[config.mk]
export PLATFORM = sky130hd
export DESIGN_NAME = text_renderer_flat
export DESIGN_NICKNAME = d
export VERILOG_FILES = /design/src/rtl/textmode_pkg.sv /design/src/rtl/text_renderer_if.sv /design/src/rtl/rgb_expand.sv /design/src/rtl/text_renderer.sv /design/src/flat_wrapper.sv
export SDC_FILE = /design/constraint.sdc
export NUM_CORES = 1
export LEC_CHECK = 0
export CORE_MARGIN = 5
export CORE_UTILIZATION = 42
export CTS_CLUSTER_SIZE = 24
export DETAILED_ROUTE_END_ITERATION = 10
export PLACE_DENSITY = 0.77
export SETUP_SLACK_MARGIN = 0.4
export SYNTH_ARGS = -nofsm -noshare
export SYNTH_HDL_FRONTEND = slang
export SYNTH_SLANG_ARGS = --single-unit
[constraint.sdc]
create_clock -name i_clk -period 1.5 [get_ports i_clk]
set_input_delay 0.225 -clock i_clk [delete_from_list [all_inputs] [get_ports i_clk]]
set_output_delay 0.225 -clock i_clk [all_outputs]
set_load 0.03 [all_outputs]
[src/rtl/textmode_pkg.sv]
// rtl/textmode_pkg.sv - shared types, pipeline latency and RGB332 channel expansion for the text renderer.
package textmode_pkg;

  typedef struct packed {
    logic [2:0] r;
    logic [2:0] g;
    logic [1:0] b;
  } rgb332_t;

  localparam int unsigned LAT = 3;

  // Result sits in the low chw bits: the field repeated MSB-first, truncated to chw bits.
  function automatic logic [31:0] expand(input logic [2:0] field, input int unsigned nbits,
                                         input int unsigned chw);
    logic [31:0] v;
    logic [1:0]  src;
    logic [4:0]  dst;
    v = '0;
    for (int unsigned i = 0; i < 32; i++) begin
      if (i < chw) begin
        src    = 2'(nbits - 1 - (i % nbits));
        dst    = 5'(chw - 1 - i);
        v[dst] = field[src];
      end
    end
    return v;
  endfunction

endpackage

[src/rtl/text_renderer_if.sv]
// rtl/text_renderer_if.sv - pixel-in, font ROM and pixel-out signals of the text renderer.
interface text_renderer_if #(
  parameter int unsigned CHAR_W  = 8,
  parameter int unsigned GLYPH_W = 8,
  parameter int unsigned GLYPH_H = 16,
  parameter int unsigned CH_W    = 8
);
  localparam int unsigned ROW_W = $clog2(GLYPH_H);
  localparam int unsigned COL_W = $clog2(GLYPH_W);

  logic                    i_hs;
  logic                    i_vs;
  logic                    i_von;
  logic [CHAR_W-1:0]       i_char;
  logic [ROW_W-1:0]        i_row;
  logic [COL_W-1:0]        i_col;
  logic [7:0]              i_fg;
  logic [7:0]              i_bg;
  logic                    i_blink;
  logic [CHAR_W+ROW_W-1:0] o_font_addr;
  logic [GLYPH_W-1:0]      i_font_data;
  logic                    o_hs;
  logic                    o_vs;
  logic [CH_W-1:0]         o_r;
  logic [CH_W-1:0]         o_g;
  logic [CH_W-1:0]         o_b;

  modport master (
    output i_hs, i_vs, i_von, i_char, i_row, i_col, i_fg, i_bg, i_blink, i_font_data,
    input  o_font_addr, o_hs, o_vs, o_r, o_g, o_b
  );

  modport slave (
    input  i_hs, i_vs, i_von, i_char, i_row, i_col, i_fg, i_bg, i_blink, i_font_data,
    output o_font_addr, o_hs, o_vs, o_r, o_g, o_b
  );
endinterface

[src/rtl/rgb_expand.sv]
// rtl/rgb_expand.sv - combinational RGB332 to 3 x CH_W channel expansion.
module rgb_expand
  import textmode_pkg::*;
#(
  parameter int unsigned CH_W = 8
) (
  input  rgb332_t         i_rgb,
  output logic [CH_W-1:0] o_r,
  output logic [CH_W-1:0] o_g,
  output logic [CH_W-1:0] o_b
);
  assign o_r = CH_W'(expand(i_rgb.r, 3, CH_W));
  assign o_g = CH_W'(expand(i_rgb.g, 3, CH_W));
  assign o_b = CH_W'(expand({1'b0, i_rgb.b}, 2, CH_W));
endmodule

[src/rtl/text_renderer.sv]
// rtl/text_renderer.sv - 3-stage text-mode pixel pipeline: font fetch, fg/bg select, RGB expand.
// Optional attribute blink is enabled by defining TEXT_BLINK_EN.
module text_renderer
  import textmode_pkg::*;
#(
  parameter int unsigned CHAR_W      = 8,
  parameter int unsigned GLYPH_W     = 8,
  parameter int unsigned GLYPH_H     = 16,
  parameter int unsigned CH_W        = 8,
  parameter int unsigned BLINK_SHIFT = 4
) (
  input logic            i_clk,
  input logic            i_reset,
  text_renderer_if.slave bus
);
  localparam int unsigned ROW_W = $clog2(GLYPH_H);
  localparam int unsigned COL_W = $clog2(GLYPH_W);
  localparam logic [COL_W-1:0] LAST_COL = COL_W'(GLYPH_W - 1);

  logic [CHAR_W+ROW_W-1:0] r_font_addr;
  logic [COL_W-1:0]        r_col1, r_col2;
  rgb332_t                 r_fg1, r_fg2, r_bg1, r_bg2;
  logic                    r_von1, r_von2;
  logic [LAT-1:0]          r_hs_dly, r_vs_dly;
  logic [CH_W-1:0]         r_r, r_g, r_b;

  logic [COL_W-1:0] w_bit_idx;
  logic             w_bit;
  logic             w_use_fg;
  rgb332_t          w_pix;
  logic [CH_W-1:0]  w_r, w_g, w_b;

  assign w_bit_idx = LAST_COL - r_col2;
  assign w_bit     = bus.i_font_data[w_bit_idx];

`ifdef TEXT_BLINK_EN
  logic                 r_blink1, r_blink2;
  logic [BLINK_SHIFT:0] r_frame_cnt;

  // Blinking cells show background during the odd half of the blink period.
  assign w_use_fg = w_bit & ~(r_blink2 & r_frame_cnt[BLINK_SHIFT]);

  always_ff @(posedge i_clk) begin
    if (i_reset) begin
      r_blink1    <= 1'b0;
      r_blink2    <= 1'b0;
      r_frame_cnt <= '0;
    end else begin
      r_blink1 <= bus.i_blink;
      r_blink2 <= r_blink1;
      if (r_vs_dly[1] & ~r_vs_dly[0])
        r_frame_cnt <= r_frame_cnt + 1'b1;
    end
  end
`else
  logic w_unused_blink;

  assign w_unused_blink = ^{bus.i_blink, 1'(BLINK_SHIFT)};
  assign w_use_fg       = w_bit;
`endif

  assign w_pix = w_use_fg ? r_fg2 : r_bg2;

  rgb_expand #(.CH_W(CH_W)) u_expand (
    .i_rgb (w_pix),
    .o_r   (w_r),
    .o_g   (w_g),
    .o_b   (w_b)
  );

  always_ff @(posedge i_clk) begin
    if (i_reset) begin
      r_font_addr <= '0;
      r_col1      <= '0;
      r_col2      <= '0;
      r_fg1       <= '0;
      r_fg2       <= '0;
      r_bg1       <= '0;
      r_bg2       <= '0;
      r_von1      <= 1'b0;
      r_von2      <= 1'b0;
      r_hs_dly    <= '1;
      r_vs_dly    <= '1;
      r_r         <= '0;
      r_g         <= '0;
      r_b         <= '0;
    end else begin
      r_font_addr <= {bus.i_char, bus.i_row};
      r_col1      <= bus.i_col;
      r_col2      <= r_col1;
      r_fg1       <= bus.i_fg;
      r_fg2       <= r_fg1;
      r_bg1       <= bus.i_bg;
      r_bg2       <= r_bg1;
      r_von1      <= bus.i_von;
      r_von2      <= r_von1;
      r_hs_dly    <= {r_hs_dly[LAT-2:0], bus.i_hs};
      r_vs_dly    <= {r_vs_dly[LAT-2:0], bus.i_vs};
      r_r         <= r_von2 ? w_r : '0;
      r_g         <= r_von2 ? w_g : '0;
      r_b         <= r_von2 ? w_b : '0;
    end
  end

  assign bus.o_font_addr = r_font_addr;
  assign bus.o_hs        = r_hs_dly[LAT-1];
  assign bus.o_vs        = r_vs_dly[LAT-1];
  assign bus.o_r         = r_r;
  assign bus.o_g         = r_g;
  assign bus.o_b         = r_b;
endmodule
[src/flat_wrapper.sv]
// flat-port wrapper written by rule: the top's interface ports become plain ports
module text_renderer_flat import textmode_pkg::*;
#(
  parameter int unsigned CHAR_W      = 8,
  parameter int unsigned GLYPH_W     = 8,
  parameter int unsigned GLYPH_H     = 16,
  parameter int unsigned CH_W        = 8,
  parameter int unsigned BLINK_SHIFT = 4
)
  (i_clk, i_reset, bus_i_hs, bus_i_vs, bus_i_von, bus_i_char, bus_i_row, bus_i_col, bus_i_fg, bus_i_bg, bus_i_blink, bus_i_font_data, bus_o_font_addr, bus_o_hs, bus_o_vs, bus_o_r, bus_o_g, bus_o_b);
  text_renderer_if #(.CHAR_W(CHAR_W), .GLYPH_W(GLYPH_W), .GLYPH_H(GLYPH_H), .CH_W(CH_W)) bus_i ();
  input logic i_clk;
  input logic i_reset;
  input wire logic [$bits(bus_i.i_hs)-1:0] bus_i_hs;
  input wire logic [$bits(bus_i.i_vs)-1:0] bus_i_vs;
  input wire logic [$bits(bus_i.i_von)-1:0] bus_i_von;
  input wire logic [$bits(bus_i.i_char)-1:0] bus_i_char;
  input wire logic [$bits(bus_i.i_row)-1:0] bus_i_row;
  input wire logic [$bits(bus_i.i_col)-1:0] bus_i_col;
  input wire logic [$bits(bus_i.i_fg)-1:0] bus_i_fg;
  input wire logic [$bits(bus_i.i_bg)-1:0] bus_i_bg;
  input wire logic [$bits(bus_i.i_blink)-1:0] bus_i_blink;
  input wire logic [$bits(bus_i.i_font_data)-1:0] bus_i_font_data;
  output wire logic [$bits(bus_i.o_font_addr)-1:0] bus_o_font_addr;
  output wire logic [$bits(bus_i.o_hs)-1:0] bus_o_hs;
  output wire logic [$bits(bus_i.o_vs)-1:0] bus_o_vs;
  output wire logic [$bits(bus_i.o_r)-1:0] bus_o_r;
  output wire logic [$bits(bus_i.o_g)-1:0] bus_o_g;
  output wire logic [$bits(bus_i.o_b)-1:0] bus_o_b;
  assign bus_i.i_hs = bus_i_hs;
  assign bus_i.i_vs = bus_i_vs;
  assign bus_i.i_von = bus_i_von;
  assign bus_i.i_char = bus_i_char;
  assign bus_i.i_row = bus_i_row;
  assign bus_i.i_col = bus_i_col;
  assign bus_i.i_fg = bus_i_fg;
  assign bus_i.i_bg = bus_i_bg;
  assign bus_i.i_blink = bus_i_blink;
  assign bus_i.i_font_data = bus_i_font_data;
  assign bus_o_font_addr = bus_i.o_font_addr;
  assign bus_o_hs = bus_i.o_hs;
  assign bus_o_vs = bus_i.o_vs;
  assign bus_o_r = bus_i.o_r;
  assign bus_o_g = bus_i.o_g;
  assign bus_o_b = bus_i.o_b;
  text_renderer #(.CHAR_W(CHAR_W), .GLYPH_W(GLYPH_W), .GLYPH_H(GLYPH_H), .CH_W(CH_W), .BLINK_SHIFT(BLINK_SHIFT)) u_core (.i_clk(i_clk), .i_reset(i_reset), .bus(bus_i));
endmodule
==> qor.txt <==
Remaining antenna violation count after routing: 0
FF-to-FF Start: u_core.r_col2[0]
Port Buffer Count: 81
Max-cap violations: 0
Ant. Diodes: 0
H-tree depth: 3
CP Data Required Time: 1700 ps
Worst Hold Path Cells: 2
Worst slack, placed: -198 ps
Starting DRT DRC Count: 48
Die H: 80.1 um
Global route total overflow: 0
Synth warn: 0
Hold_sp: i_reset
Initial Utilization: 43.4%
Final period util: 93.5%
Layout Cells excl Fill: 321
Mapped Area: 0.00207 mm2
Nets: 294
Unrepaired setup endpoints after global routing: yes
Share of the yosys chip area belonging to registers: 64.0%
Logic pwr share: 8.5%
Max-slew violation count: 0
Sequential Power Share: 53.5%
DRC violations left: 0
Clock power frac: 37.9%
Row cnt: 25
Crit path setup slack, layout: 97.3 ps
Library cells used by synthesis: 9
HP Class: in2reg
Num Clock Sinks: 66
Worst hold endpoint: u_core.r_bg1[2]
Synth Instances: 180
Largest net degree at the start of global routing: 41
Rel. slew slack: 76.1%
Crit Path Max Fanout: 8
R2r worst-path depth: 3
Commonest non-fill, non-tap cell in the layout: dfxtp_1
Die Area: 0.00642 mm2
Internal: 2.73 mW
Worst Tran Pin Value: 359 ps
Pre-antenna DRT Iters: 4
Net Sw Frac: 20.7%
Share of layout cells above drive strength 1: 27.6%
Area Overhead vs Synth: 41.3%
Worst Setup Start Kind: flop
Initial antenna violation count: 0
FF+latch count, synth: 66
Most frequent cells in the layout: dfxtp_1 (59), nor2b_1 (53), clkdlybuf4s50_1 (42)
Worst Skew: 4.66 ps
Fill count: 402
Final setup vio count: 0
WL final: 3.28 mm
Crit end category: flop
Avg Cell Area, Syn: 11.5 um2
Syn_nets: 225
TritonCTS clock tree: built
Placed cells: 305
Die width: 80.1 um
Pwr dens: 1180 mW/mm2
Vias/cell: 3.94
R2r setup slk: 100 ps
Gpl congestion: 0.692
Root buffer cell: clkbuf_8
DR WL/cell: 10.2 um
Status: complete, no violations
Final-report hold violation count: 0
Crit path arrival time: 1600 ps
WHS: 215 ps
Fmax: 0.713 GHz
CTS buffer count: 9
Detailed-route via count: 1264
Max clock buf depth: 2
Fin crit period: 1400 ps
Leak: 1.23 nW
Insertion delay to the later sink of the worst-skew pair: 320 ps
Final HPWL DP: 2.43 mm
First-pass GRT wire length: 5.20 mm
Peak VDD IR: 0.726 mV
Global Route Usage Sum: 11.2%
Core area: 0.00475 mm2
I/O Pins: 83
Vias in the first global route: 1146
R2R Path End: u_core.bus.o_r[4]
Switching pwr: 712 uW
Worst-path clk slew: 60 ps
CP Class: reg2reg
==> repair_timing <==
item                                   4_1_cts  5_1_grt
endpoints found under the hold margin        0        0
gates resized for setup                    206       40
hold buffers                                 0        0
setup endpoints to repair                   46       29
setup buffers                                0        0
==> final cells by class <==
class | count | area [um2] | area share, %
sequential | 66 | 1340 | 45.7
multi-input combinational | 88 | 572 | 19.6
clock buffer | 14 | 173 | 5.92
tap | 67 | 83.8 | 2.87
timing repair buffer | 84 | 746 | 25.5
clock inverter | 2 | 10.0 | 0.343
==> cell families after synthesis <==
kind of cell | Yosys count | share of synthesized area (%)
simple gates | 75 | 20.8
buf+inv | 26 | 8.36
mux | 13 | 6.91
flops | 66 | 64.0
==> worst max-delay path, stage by stage (launching register included) <==
cell and delay (ps):
dfxtp_4 360, mux2i_1 110, mux4_2 630, mux2i_1 170
==> power by group through the flow <==
stage	registers, mW	clock network [mW]	logic, mW
after floorplan	1.92	0	0.118
after global placement	1.88	0	0.311
after detailed placement	1.89	0	0.315
after CTS	1.85	1.36	0.296
after global routing	1.85	1.43	0.318
final	1.84	1.31	0.294
==> synth_stat cells <==
master,count,area share [%]
buf_4,16,5.8
or2_2,6,1.8
clkbuf_1,8,1.5
mux4_2,1,1.1
nand2_1,16,2.9
nor2b_1,53,16
buf_6,2,1.1
dfxtp_1,66,64
mux2i_1,12,5.8
==> worst max path at each step <==
stage	from	to	slack, ps
6_report	u_core.r_col2[0]	u_core.bus.o_r[4]	100
5_1_grt	u_core.r_col2[0]	u_core.bus.o_g[5]	60
4_1_cts	u_core.r_col2[0]	u_core.bus.o_b[5]	100
3_5_place_dp	bus_i_font_data[0]	u_core.bus.o_b[5]	-200
3_3_place_gp	bus_i_font_data[0]	u_core.bus.o_b[6]	-170
2_1_floorplan	u_core.r_col2[0]	u_core.bus.o_b[5]	150
==> state kept, by name, summed over array words and instances, names as in the netlist <==
name                    count
u_core.bus.o_r              3
u_core.bus.o_font_addr     12
u_core.bus.o_b              2
u_core.r_fg1                8
u_core.r_von1               1
u_core.r_von2               1
u_core.bus.o_g              3
u_core.r_bg2                8
u_core.r_bg1                8
u_core.r_col2               3
u_core.r_fg2                8
u_core.r_vs_dly             3
u_core.r_col1               3
u_core.r_hs_dly             3
==> per-stage QoR <==
stage	util [%]	total power, mW	cell area [um2]	setup TNS [ps]
3_5_place_dp	59.0	2.20	2810	-1560
2_1_floorplan	-	2.04	2070	0
5_1_grt	61.4	3.60	2920	0
3_3_place_gp	59.0	2.19	2810	-1360
6_report	61.4	3.44	2920	0
4_1_cts	60.0	3.50	2850	0
==> layer usage <==
| layer | track usage, % | part of all wire, % | wire length, um | up-vias |
|---|---|---|---|---|
| li1 | - | - | - | 674 |
| met1 | 10.8 | 37 | 1210 | 541 |
| met2 | 18.5 | 52 | 1690 | 42 |
| met3 | 4.82 | 9.1 | 299 | 7 |
| met4 | 9.12 | 2.6 | 84 | 0 |
| met5 | 0 | 0 | 0 | - |
Note: power is estimated with default switching activity, not from simulation.
